===== config.mk =====
export PLATFORM = sky130hd
export DESIGN_NAME = hart_mem_arbiter
export DESIGN_NICKNAME = d
export VERILOG_FILES = /design/src/rtl/hart_mem_arbiter_pkg.sv /design/src/rtl/hart_mem_arbiter_rr_arbiter2.sv /design/src/rtl/hart_mem_arbiter.sv
export SDC_FILE = /design/constraint.sdc
export NUM_CORES = 1
export LEC_CHECK = 0
export ABC_AREA = 1
export BUFFER_PORTS_ARGS = -buffer_cell sky130_fd_sc_hd__buf_2
export CAP_MARGIN = 25
export CORE_ASPECT_RATIO = 0.6
export CORE_MARGIN = 1
export CORE_UTILIZATION = 42
export DETAILED_ROUTE_END_ITERATION = 10
export PLACE_DENSITY = 0.76
export SYNTH_ARGS = -nofsm -noshare
export SYNTH_HDL_FRONTEND = slang
export SYNTH_HIERARCHICAL = 1
export SYNTH_SLANG_ARGS = --single-unit

===== constraint.sdc =====
create_clock -name i_clk -period 1.5 [get_ports i_clk]
set_input_delay 0.3 -clock i_clk [delete_from_list [all_inputs] [get_ports i_clk]]
set_output_delay 0.3 -clock i_clk [all_outputs]
set_load 0.02 [all_outputs]

===== src/rtl/hart_mem_arbiter_pkg.sv =====
// Shared definitions for the HART memory-port arbiter: FSM state encodings,
// grant identifiers and the fixed access code used for instruction fetches.
package hart_mem_arbiter_pkg;

    typedef enum logic [1:0] {
        ARB_IDLE  = 2'd0,
        ARB_IBUSY = 2'd1,
        ARB_DBUSY = 2'd2,
        ARB_RESP  = 2'd3
    } arb_state_t;

    localparam logic GRANT_IC = 1'b0;
    localparam logic GRANT_DM = 1'b1;

    localparam logic [2:0] F3_WORD = 3'b010;

endpackage


===== src/rtl/hart_mem_arbiter_rr_arbiter2.sv =====
// Two-way round-robin pick. Bit 0 of req is the instruction port and bit 1 the
// data port. On a tie the requester that was not served last wins. Kept
// separate so multi-HART bus arbitration can reuse the same pick.
module rr_arbiter2
    import hart_mem_arbiter_pkg::*;
(
    input  logic [1:0] req,
    input  logic       last_grant,
    output logic       valid,
    output logic       grant
);

    // Combinational pick: single requester wins outright, a tie alternates.
    always_comb begin
        valid = |req;
        grant = GRANT_IC;
        case (req)
            2'b01:   grant = GRANT_IC;
            2'b10:   grant = GRANT_DM;
            2'b11:   grant = (last_grant == GRANT_IC) ? GRANT_DM : GRANT_IC;
            default: grant = GRANT_IC;
        endcase
    end

endmodule


===== src/rtl/hart_mem_arbiter.sv =====
// Shares a single memory bus port between the instruction-fetch and data
// ports of one HART. One transaction at a time: the winning request is
// latched, driven onto the bus until the bus answers, and the reply is
// returned to the requester with a one-cycle ready pulse. All outputs are
// registered, so no input reaches an output combinationally.
module hart_mem_arbiter
    import hart_mem_arbiter_pkg::*;
#(
    parameter int ADDR_WIDTH = 32,
    parameter int DATA_WIDTH = 32
) (
    input  logic                  i_clk,
    input  logic                  i_rst,
    input  logic                  i_IC_DataReq,
    input  logic [ADDR_WIDTH-1:0] i_IC_Addr,
    output logic                  o_IC_MemReady,
    output logic [DATA_WIDTH-1:0] o_IC_Instr,
    input  logic                  i_DM_MemRead,
    input  logic                  i_DM_Wen,
    input  logic [ADDR_WIDTH-1:0] i_DM_Addr,
    input  logic [DATA_WIDTH-1:0] i_DM_WriteData,
    input  logic [2:0]            i_DM_f3,
    output logic                  o_DM_data_ready,
    output logic [DATA_WIDTH-1:0] o_DM_ReadData,
    output logic                  o_MEM_Req,
    output logic                  o_MEM_Wen,
    output logic [ADDR_WIDTH-1:0] o_MEM_Addr,
    output logic [DATA_WIDTH-1:0] o_MEM_WriteData,
    output logic [2:0]            o_MEM_f3,
    input  logic                  i_MEM_ready,
    input  logic [DATA_WIDTH-1:0] i_MEM_ReadData
);

    arb_state_t state;
    arb_state_t next_state;
    logic       last_grant;
    logic [1:0] req;
    logic       arb_valid;
    logic       arb_grant;

    // A data request is either a read or a write; bit 1 is the data port.
    assign req = {i_DM_MemRead | i_DM_Wen, i_IC_DataReq};

    rr_arbiter2 u_rr (
        .req        (req),
        .last_grant (last_grant),
        .valid      (arb_valid),
        .grant      (arb_grant)
    );

    // State register; reset abandons any transaction in flight.
    always_ff @(posedge i_clk) begin
        if (i_rst) begin
            state <= ARB_IDLE;
        end else begin
            state <= next_state;
        end
    end

    // Next state: grant from IDLE, wait for the bus, then one response cycle.
    always_comb begin
        next_state = state;
        case (state)
            ARB_IDLE: begin
                if (arb_valid) begin
                    next_state = (arb_grant == GRANT_DM) ? ARB_DBUSY : ARB_IBUSY;
                end
            end
            ARB_IBUSY, ARB_DBUSY: begin
                if (i_MEM_ready) begin
                    next_state = ARB_RESP;
                end
            end
            ARB_RESP: next_state = ARB_IDLE;
            default:  next_state = ARB_IDLE;
        endcase
    end

    // Registered bus fields, response data and ready pulses. Bus fields are
    // latched once at grant so live requester inputs cannot disturb them.
    always_ff @(posedge i_clk) begin
        if (i_rst) begin
            last_grant      <= GRANT_IC;
            o_MEM_Req       <= 1'b0;
            o_MEM_Wen       <= 1'b0;
            o_MEM_Addr      <= '0;
            o_MEM_WriteData <= '0;
            o_MEM_f3        <= 3'b000;
            o_IC_MemReady   <= 1'b0;
            o_IC_Instr      <= '0;
            o_DM_data_ready <= 1'b0;
            o_DM_ReadData   <= '0;
        end else begin
            o_IC_MemReady   <= 1'b0;
            o_DM_data_ready <= 1'b0;
            case (state)
                ARB_IDLE: begin
                    if (arb_valid) begin
                        o_MEM_Req <= 1'b1;
                        if (arb_grant == GRANT_DM) begin
                            o_MEM_Wen       <= i_DM_Wen;
                            o_MEM_Addr      <= i_DM_Addr;
                            o_MEM_WriteData <= i_DM_WriteData;
                            o_MEM_f3        <= i_DM_f3;
                        end else begin
                            o_MEM_Wen       <= 1'b0;
                            o_MEM_Addr      <= i_IC_Addr;
                            o_MEM_WriteData <= '0;
                            o_MEM_f3        <= F3_WORD;
                        end
                    end
                end
                ARB_IBUSY: begin
                    if (i_MEM_ready) begin
                        o_MEM_Req     <= 1'b0;
                        o_IC_Instr    <= i_MEM_ReadData;
                        o_IC_MemReady <= 1'b1;
                        last_grant    <= GRANT_IC;
                    end
                end
                ARB_DBUSY: begin
                    if (i_MEM_ready) begin
                        o_MEM_Req       <= 1'b0;
                        o_DM_ReadData   <= i_MEM_ReadData;
                        o_DM_data_ready <= 1'b1;
                        last_grant      <= GRANT_DM;
                    end
                end
                default: begin
                end
            endcase
        end
    end

endmodule


; ---- Yosys cells after proc, flatten, opt, wreduce, memory -nomap -nowiden
; Index checks and enable logic that the tools add are counted.
[op_classes]
eq_ne = 9
shifts = 0
muxes = 16
div_mod_pow = 0
n_addsub = 0
magnitude_cmp = 0
bitwise_logic = 3
multipliers = 0
n_reduce_logical = 13
[op_table]
columns = op, n
row1 = $mux W32, 2
row2 = $eq A2 B2 Y1 const B, 4
row3 = $reduce_and A2 Y1, 4
row4 = $reduce_or A2 Y1, 4
row5 = $mux W1, 6
row6 = $mux W2, 3
row7 = $ne A2 B2 Y1 const B, 3
row8 = $pmux W1 S2, 3
row9 = $pmux W2 S3, 1
row10 = $reduce_and A3 Y1, 2
row11 = $reduce_bool A2 Y1, 2
row12 = $mux W3, 1
row13 = $eq A2 B1 Y1 const B, 1
row14 = $logic_not A2 Y1, 1
row15 = $ne A2 B1 Y1 const B, 1
row16 = $not A1 Y1, 2
row17 = $or A1 B1 Y1, 1
[word_totals]
ramBits = 0
wordCells = 52
in_bits = 137
output_inout_bits = 135
memories = 0
regBits = 138
latch_bits = 0
romBits = 0

; ---- Longest topological paths before layout
; Gate-level depths: netlist of run 1.
[logic_depth]
word_depth = 6
depth_mapped = 10
ltp_nobuf = 8

; ---- Hierarchy
; The synthesis of run 1 kept the hierarchy.
[modules_own_cells]
columns = module, area_per_inst_um2, instances, seq_area_each_um2, cells_per_inst
row1 = hart_mem_arbiter, 5650.4, 1, 2762.6, 759
row2 = rr_arbiter2, 15.0, 1, 0.0, 3

; ---- Least setup slack after synthesis of run 1
; OpenSTA, ideal clock, no wires.
[synth_path]
path_type = input port to flip-flop
from = input port i_DM_Wen
to = register o_MEM_Addr[29]
setup_ps = 109
arrival_time_ps = 1491
cell_stages = 10
slack_ps = -100
t_required_ps = 1391
path_buffers = 2
cell_sequence = or2_2 > or2_1 > nand2_2 > inv_2 > buf_6 > buf_6 > nor2_1 > nor2_1 > nand2_1 > inv_1
[synth_via]
elab_cells_between_ends = 7
cone_classes = eq/ne: 2 / mux: 2 / bitwise: 1 / reduce/logical: 2
[synth_lines]
columns = element, line_no
row1 = from (decl), hart_mem_arbiter.sv:19  ; input logic i_DM_Wen,
row2 = $or A1 B1 Y1, hart_mem_arbiter.sv:42  ; assign req = {i_DM_MemRead | i_DM_Wen, i_IC_DataReq};
row3 = $reduce_or A2 Y1, hart_mem_arbiter_rr_arbiter2.sv:15  ; valid = |req;
row4 = named net arb_valid, hart_mem_arbiter.sv:38  ; logic arb_valid;
row5 = $reduce_and A2 Y1 (no source line), --
row6 = to (signal assigned), hart_mem_arbiter.sv:102  ; o_MEM_Addr <= i_DM_Addr;
row7 = to (signal assigned), hart_mem_arbiter.sv:107  ; o_MEM_Addr <= i_IC_Addr;
row8 = to (decl), hart_mem_arbiter.sv:27  ; output logic [ADDR_WIDTH-1:0] o_MEM_Addr,
; The timed path passes the listed nets, and every way through them passes these cells.
; A chain may end at the register's enable or synchronous reset.

; ---- Worst setup path in the final report of run 1
[layout_path]
from = register state[1]
to = register o_DM_ReadData[8]
[layout_via]
elab_chain_len = 2
[layout_lines]
columns = element, line_no
row1 = from (decl), hart_mem_arbiter.sv:34  ; arb_state_t state;
row2 = from (signal assigned), hart_mem_arbiter.sv:56  ; state <= next_state;
row3 = $eq A2 B2 Y1, hart_mem_arbiter.sv:96  ; case (state)
row4 = $reduce_and A2 Y1 (no source line), --
row5 = to (signal assigned), hart_mem_arbiter.sv:124  ; o_DM_ReadData <= i_MEM_ReadData;
row6 = to (decl), hart_mem_arbiter.sv:24  ; output logic [DATA_WIDTH-1:0] o_DM_ReadData,
; Every way passes these cells.

==> qor.yml, run 1 <==
status:
  status: "finished, violations left"
  violations: "design-rule violations"
detailed_routing:
  route.vias.total: 5645
  vias_per_cell: 4.67
  drc: 33
  postRouteAntennaNets: 0
  wirelength_um: 15900
  drtPass1Iterations: 7
  drt_iter0_drc: 304
  wl_per_cell_um: 13.1
cts:
  cts-root-buf: "clkbuf_16"
  path_clk_slew_ns: 0.06
  htreeDepth: 4
  cts.sinks: 138
  cts_tree: "built"
  insertion_delay_ns: 0.41
  post-cts-setup-buffer-count: 0
  clockBufferDepth: 2
  numCtsBuffers: 17
cells_and_area:
  fin_area_um2: 7900
  regArea_um2: 2760
  antenna_cells: 0
  area_growth_pct: 39.4
  final_util: 0.607
  fillers: 1222
  fin_cells: 1208
  drive_above_1_share: 0.359
  multi_input_area_um2: 2440
  layout.nets: 1168
grt:
  grt_max_degree: 69
  grt_pass1_vias: 5022
  overflow: 0
  grt_pass1_wl_um: 25200
  antenna_found_initial: 0
  grt_usage: 0.227
placed_design:
  dp_hpwl_um: 11200
  portBuffers: 271
  post_dp_cell_area_um2: 7190
  place.gp.congestion: 0.774
  place_inst: 1174
  dp_slack_ns: -0.162
logic_synthesis:
  yosys_warnings: 6
  ys_ff_latch: 138
  syn_area_um2: 5670
  syn-instance-count: 762
  synthTopCellsByArea: "dfxtp_1 49%, nor2_1 13%, nand2_1 9.7%"
  syn_nets: 905
  yosys.area.top_type_share: 0.488
  seq_area_frac_synth: 0.488
  avgSynthCellArea_um2: 7.43
  yosysTopAreaCell: "dfxtp_1"
  ys_types: 22
die:
  die_height_um: 92.0
  ios: 272
  core_region_area_um2: 13000
  dieArea_um2: 14000
  initial_utilization: 0.435
  die_x_um: 152
  rows: 32
power:
  power_frac_seq: 0.318
  vdd_drop_max_mv: 0.948
  leakage_uw: 0.00409
  p_switching_uw: 6080
  p_int_uw: 9590
  cellPowerDensity_nw_per_um2: 1980
  switching_share: 0.388
  clkPwrFrac: 0.284
  combPwrFrac: 0.398
run:
  maxCapViolations: 0
critical_path:
  worst_ep_arrival_time_ns: 1.70
  cp_max_fo: 32
  worst_ep_required_time_ns: 1.83
  start_kind: "register"
  cp-end-kind: "register"
  crit_type: "register to register"
sta:
  relSlewSlack: 0.720
  post-route-period-util: 0.917
  skew_ns: 0.00876
  rsz0062_at_grt: "yes"
  worst_slack_ns: 0.125
  timing.final.hold_violations: 0
  worst_slew_pin_slew_ns: 0.420
  max_freq_ghz: 0.727
  final-max-slew-violation-count: 0
  setup_viol: 0
  finalCriticalPeriod_ns: 1.38
worst_hold_path:
  worstHoldPathType: "input pin to register"
cell type report:
cell class                 instances  area share
multi-input combinational        529       0.309
inverter                          43      0.0217
tap                              170      0.0269
clock inverter                    13      0.0226
timing repair buffer             296       0.213
clock buffer                      19      0.0573
sequential                       138       0.350
cell usage in the layout (no fill, tap or decap), drive strengths merged, types with 2 or more instances in the layout:
cell type	n
buf	295
nand2	147
clkinv	2
clkbuf	20
nand3	68
inv	50
or2	2
nor2	200
dfxtp	138
bufinv	3
a21oi	38
ha	6
o21ai	67
critical path: stages, from the launching register on:
cell	delay (ns)
dfxtp_1	0.34
buf_4	0.12
ha_1	0.12
nand2_1	0.16
inv_4	0.35
nor2_1	0.07
nor2_1	0.13
through the flow:
stage,power (uW),hold WS [ns],setup TNS (ns)
after floorplan,9200,0.439,-0.312
after global placement,10900,0.450,-4.66
after detailed placement,11000,0.450,-6.71
after CTS,15600,0.119,0
after global routing,16700,0.127,-0.0185
final,15700,0.133,0
routing by layer:
metal | track usage | routed length, um | vias to the layer above
li1 | - | - | 2924
met1 | 0.302 | 7440 | 2517
met2 | 0.375 | 7330 | 192
met3 | 0.0473 | 982 | 12
met4 | 0.0595 | 112 | 0
met5 | 0 | 0 | -
sequential cells by signal, indices dropped and copies added (netlist names):
signal and flops:
last_grant 1, o_DM_ReadData 32, o_DM_data_ready 1, o_IC_Instr 32, o_IC_MemReady 1, o_MEM_Addr 32
o_MEM_Req 1, o_MEM_Wen 1, o_MEM_WriteData 32, o_MEM_f3 3, state 2
power groups by stage:
stage / Clock [uW] / Sequential (uW) / Combinational [uW]
floorplan: 0 / 6110 / 3090
global placement: 0 / 5030 / 5840
CTS: 4540 / 4980 / 6110
global route: 4710 / 5080 / 6870
detailed placement: 0 / 5050 / 5930
finish: 4450 / 4990 / 6230
cell usage after synthesis:
cell type and count:
nand2_2 1, buf_8 2, ha_1 6, a21oi_1 31, o21ai_1 2, buf_2 9
o21ai_0 65, inv_1 38, a21oi_2 7, dfxtp_1 138, clkbuf_1 23, nor2_1 200
buf_4 11, nand2_1 146, nand3_2 27, nor3_1 1, or2_2 1, clkbuf_2 1
inv_2 5, nand3_1 41, or2_1 1, buf_6 6
worst paths after layout:
path                          to  slack, ns           startpoint  cells past startpoint
min                  o_MEM_f3[1]       0.13           i_DM_f3[1]                      3
max reg2reg     o_DM_ReadData[8]       0.12             state[1]                      6
max             o_DM_ReadData[8]       0.12             state[1]                      6
min reg2reg  o_MEM_WriteData[30]       0.46  o_MEM_WriteData[30]                      2
cell families (layout without fill, tap and decap cells):
logic type / after synthesis / count (layout) / share of synthesized area
compound gates: 105 / 105 / 0.0974
fa+ha+maj: 6 / 6 / 0.0133
flops: 138 / 138 / 0.488
buf+inv: 95 / 371 / 0.0844
simple gates: 418 / 418 / 0.317
repair_timing:
item	CTS	global route
gates cloned	1	1
endpoints found under the setup margin	22	94
hold buffers	0	0
gates resized for setup	3	10
Power figures use the tool's default switching activity.
==> run 2, diff against run 1 <==
Settings changed: CORE_UTILIZATION 42 to 50, PLACE_DENSITY 0.76 to 0.84, SYNTH_HIERARCHICAL 1 to default.
Clock period 1.5 ns to 1.6 ns, I/O delays scaled along.
==> run 2 against run 1 <==
  * Sequential share of layout area shrank 0.74 points
  * Largest cell class unchanged
  * First-iteration DRC count shrank 16%
  * Cell area grew 2.2%
  * Fmax shrank 8.3%
  * Sequential power shrank 2%
  * Synthesized cell count grew 18%
  * The run now ends clean
  * Global-route usage grew 3.0 points
  * Cell count grew 10%
  * Routed wire length shrank 0.82%
==> qor.yml, run 2 <==
status:
  status: "finished, final reports clean"
sta:
  skew_ns: 0.0127
  setup_viol: 0
  worst_slack_ns: 0.101
  max_freq_ghz: 0.667
  timing.final.hold_violations: 0
  relSlewSlack: 0.750
  tns_ns: 0
  final-max-slew-violation-count: 0
  post-route-period-util: 0.937
  worst_slew_pin_slew_ns: 0.375
  finalCriticalPeriod_ns: 1.50
grt:
  antenna_found_initial: 1
  grt_max_degree: 82
  overflow: 0
  grt_pass1_wl_um: 24300
  grt_pass1_vias: 5145
  grt_usage: 0.257
die:
  dieArea_um2: 12000
  ios: 272
  initial_utilization: 0.512
  die_height_um: 85.4
  core_region_area_um2: 11300
  die_x_um: 141
  rows: 30
placed_design:
  portBuffers: 271
  dp_hpwl_um: 10900
  post_dp_cell_area_um2: 7390
  dp_slack_ns: 0.0740
  place_inst: 1298
  place.gp.congestion: 0.757
cts:
  numCtsBuffers: 17
  clockBufferDepth: 2
  cts-root-buf: "clkbuf_16"
  cts.hold.buffers_added: 0
  cts.sinks: 138
  htreeDepth: 4
  cts_tree: "built"
  path_clk_slew_ns: 0.06
  insertion_delay_ns: 0.41
critical_path:
  cp-end-kind: "register"
  cp_max_fo: 17
  crit_chain: "inv_1 > ha_1 > inv_1 > a21oi_4 > buf_4 > clkbuf_16 > nand2_1 > nor2_1 > nor2_1"
  r2r_start: "state[1]"
  critPathMaxStageDelay_ns: 0.31
  cp_slowest_cell: "dfxtp_1"
  regToRegSetupSlack_ns: 0.10
  worst_ep_arrival_time_ns: 1.79
  r2r_cells: 9
  rr_endpoint: "o_MEM_Addr[13]"
  start_kind: "register"
  crit_type: "register to register"
  worst_ep_required_time_ns: 1.90
power:
  cellPowerDensity_nw_per_um2: 1930
  p_int_uw: 9350
  switching_share: 0.398
  p_switching_uw: 6190
  power_frac_seq: 0.314
  vdd_drop_max_mv: 1.26
  combPwrFrac: 0.422
  clkPwrFrac: 0.264
  leakage_uw: 0.00449
worst_hold_path:
  holdPathStages: 3
  worstHoldPathType: "input pin to register"
  min_to: "o_MEM_f3[1]"
  hold_start: "i_DM_f3[1]"
detailed_routing:
  vias_per_cell: 4.52
  drtPass1Iterations: 4
  drc: 0
  drt_iter0_drc: 254
  route.vias.total: 6029
  postRouteAntennaNets: 0
  wirelength_um: 15700
  wl_per_cell_um: 11.8
logic_synthesis:
  ys_types: 19
  seq_area_frac_synth: 0.477
  yosysTopAreaCell: "dfxtp_1"
  synthTopCellsByCount: "301 x nor2_1, 249 x nand2_1, 138 x dfxtp_1"
  synth_edf_count: 0
  synth.most_common_cell: "nor2_1"
  syn_nets: 1037
  ys_ff_latch: 138
  async_flop_share: 0
  yosys_warnings: 0
  syn_area_um2: 5790
  synthTopCellsByArea: "dfxtp_1 48%, nor2_1 20%, nand2_1 16%"
  synth_ff_type: "dfxtp_1"
  syn-instance-count: 896
  avgSynthCellArea_um2: 6.46
  yosys.area.top_type_share: 0.477
cells_and_area:
  layout_commonest_cell: "nor2_1"
  fillers: 944
  layout.nets: 1301
  area_growth_pct: 39.4
  drive_above_1_share: 0.286
  fin_area_um2: 8070
  final_util: 0.714
  antenna_cells: 0
  final_cell_mix: "301 x nor2_1, 271 x buf_2, 249 x nand2_1, 138 x dfxtp_1, 76 x inv_1"
  fin_cells: 1333
run:
  maxCapViolations: 0
==> run 2: metrics by stage <==
| step | hold slack (ns) | power (uW) |
|---|---|---|
| global placement | 0.449 | 11100 |
| floorplan | 0.389 | 9130 |
| finish | 0.134 | 15500 |
| CTS | 0.117 | 15400 |
| detailed placement | 0.466 | 11300 |
| global route | 0.124 | 16600 |
==> run 2: power by group through the flow <==
stage                     logic, uW  clock network, uW  registers (uW)
after floorplan                3050                  0            6080
after global placement         6230                  0            4900
after detailed placement       6370                  0            4940
after CTS                      6390               4170            4880
after global routing           7310               4330            4980
final                          6560               4090            4880
==> run 2: cells by family after synthesis <==
family	after synthesis	share of synthesized area
AO/OA/AOI/OAI	68	0.0614
AND/OR/NAND/NOR	559	0.365
buffers and inverters	127	0.0875
adder cells (fa/ha/maj)	4	0.00865
flip-flops	138	0.477
==> run 2: final cells by class <==
class / count / area, um^2 / share of cell area
clock buffers: 18 / 439 / 0.0544
multi-input cells: 631 / 2530 / 0.314
flip-flops and latches: 138 / 2760 / 0.342
inverters: 78 / 294 / 0.0364
well taps: 160 / 200 / 0.0248
repair buffers: 294 / 1660 / 0.206
clock inverters: 14 / 184 / 0.0228
==> run 2: how the worst max path moves through the flow <==
stage | slack, ns | end | startpoint | cells after the start
6_report | 0.10 | o_MEM_Addr[13] | state[1] | 9
5_1_grt | -0.008 | o_MEM_Addr[13] | state[1] | 9
4_1_cts | 0.07 | o_MEM_WriteData[3] | state[0] | 9
3_5_place_dp | 0.07 | o_MEM_WriteData[3] | state[0] | 9
3_3_place_gp | 0.16 | o_MEM_WriteData[31] | state[0] | 9
2_1_floorplan | 0.21 | o_MEM_WriteData[10] | state[0] | 7
==> run 2: critical path: cells and delay by family (launching register included) <==
family / cells / cell delay [ns]
AOI/OAI and AO/OA: 1 / 0.15
adders and majority gates: 1 / 0.18
buffers and inverters: 4 / 0.49
DFF: 1 / 0.31
and+or+nand+nor: 3 / 0.25
==> run 2: timing repair <==
action | CTS | global route
gates resized for setup | 0 | 1
hold endpoints to repair | 0 | 0
setup endpoints to repair | 0 | 29
buffers inserted | 0 | 2
==> run 2: per-layer routing <==
layer,share of wire,wire (um),vias up,GRT usage
met1,0.44,6890,2621,0.315
li1,-,-,3199,-
met3,0.071,1120,19,0.0677
met2,0.48,7500,190,0.434
met4,0.014,222,0,0.103
met5,0,0,-,0
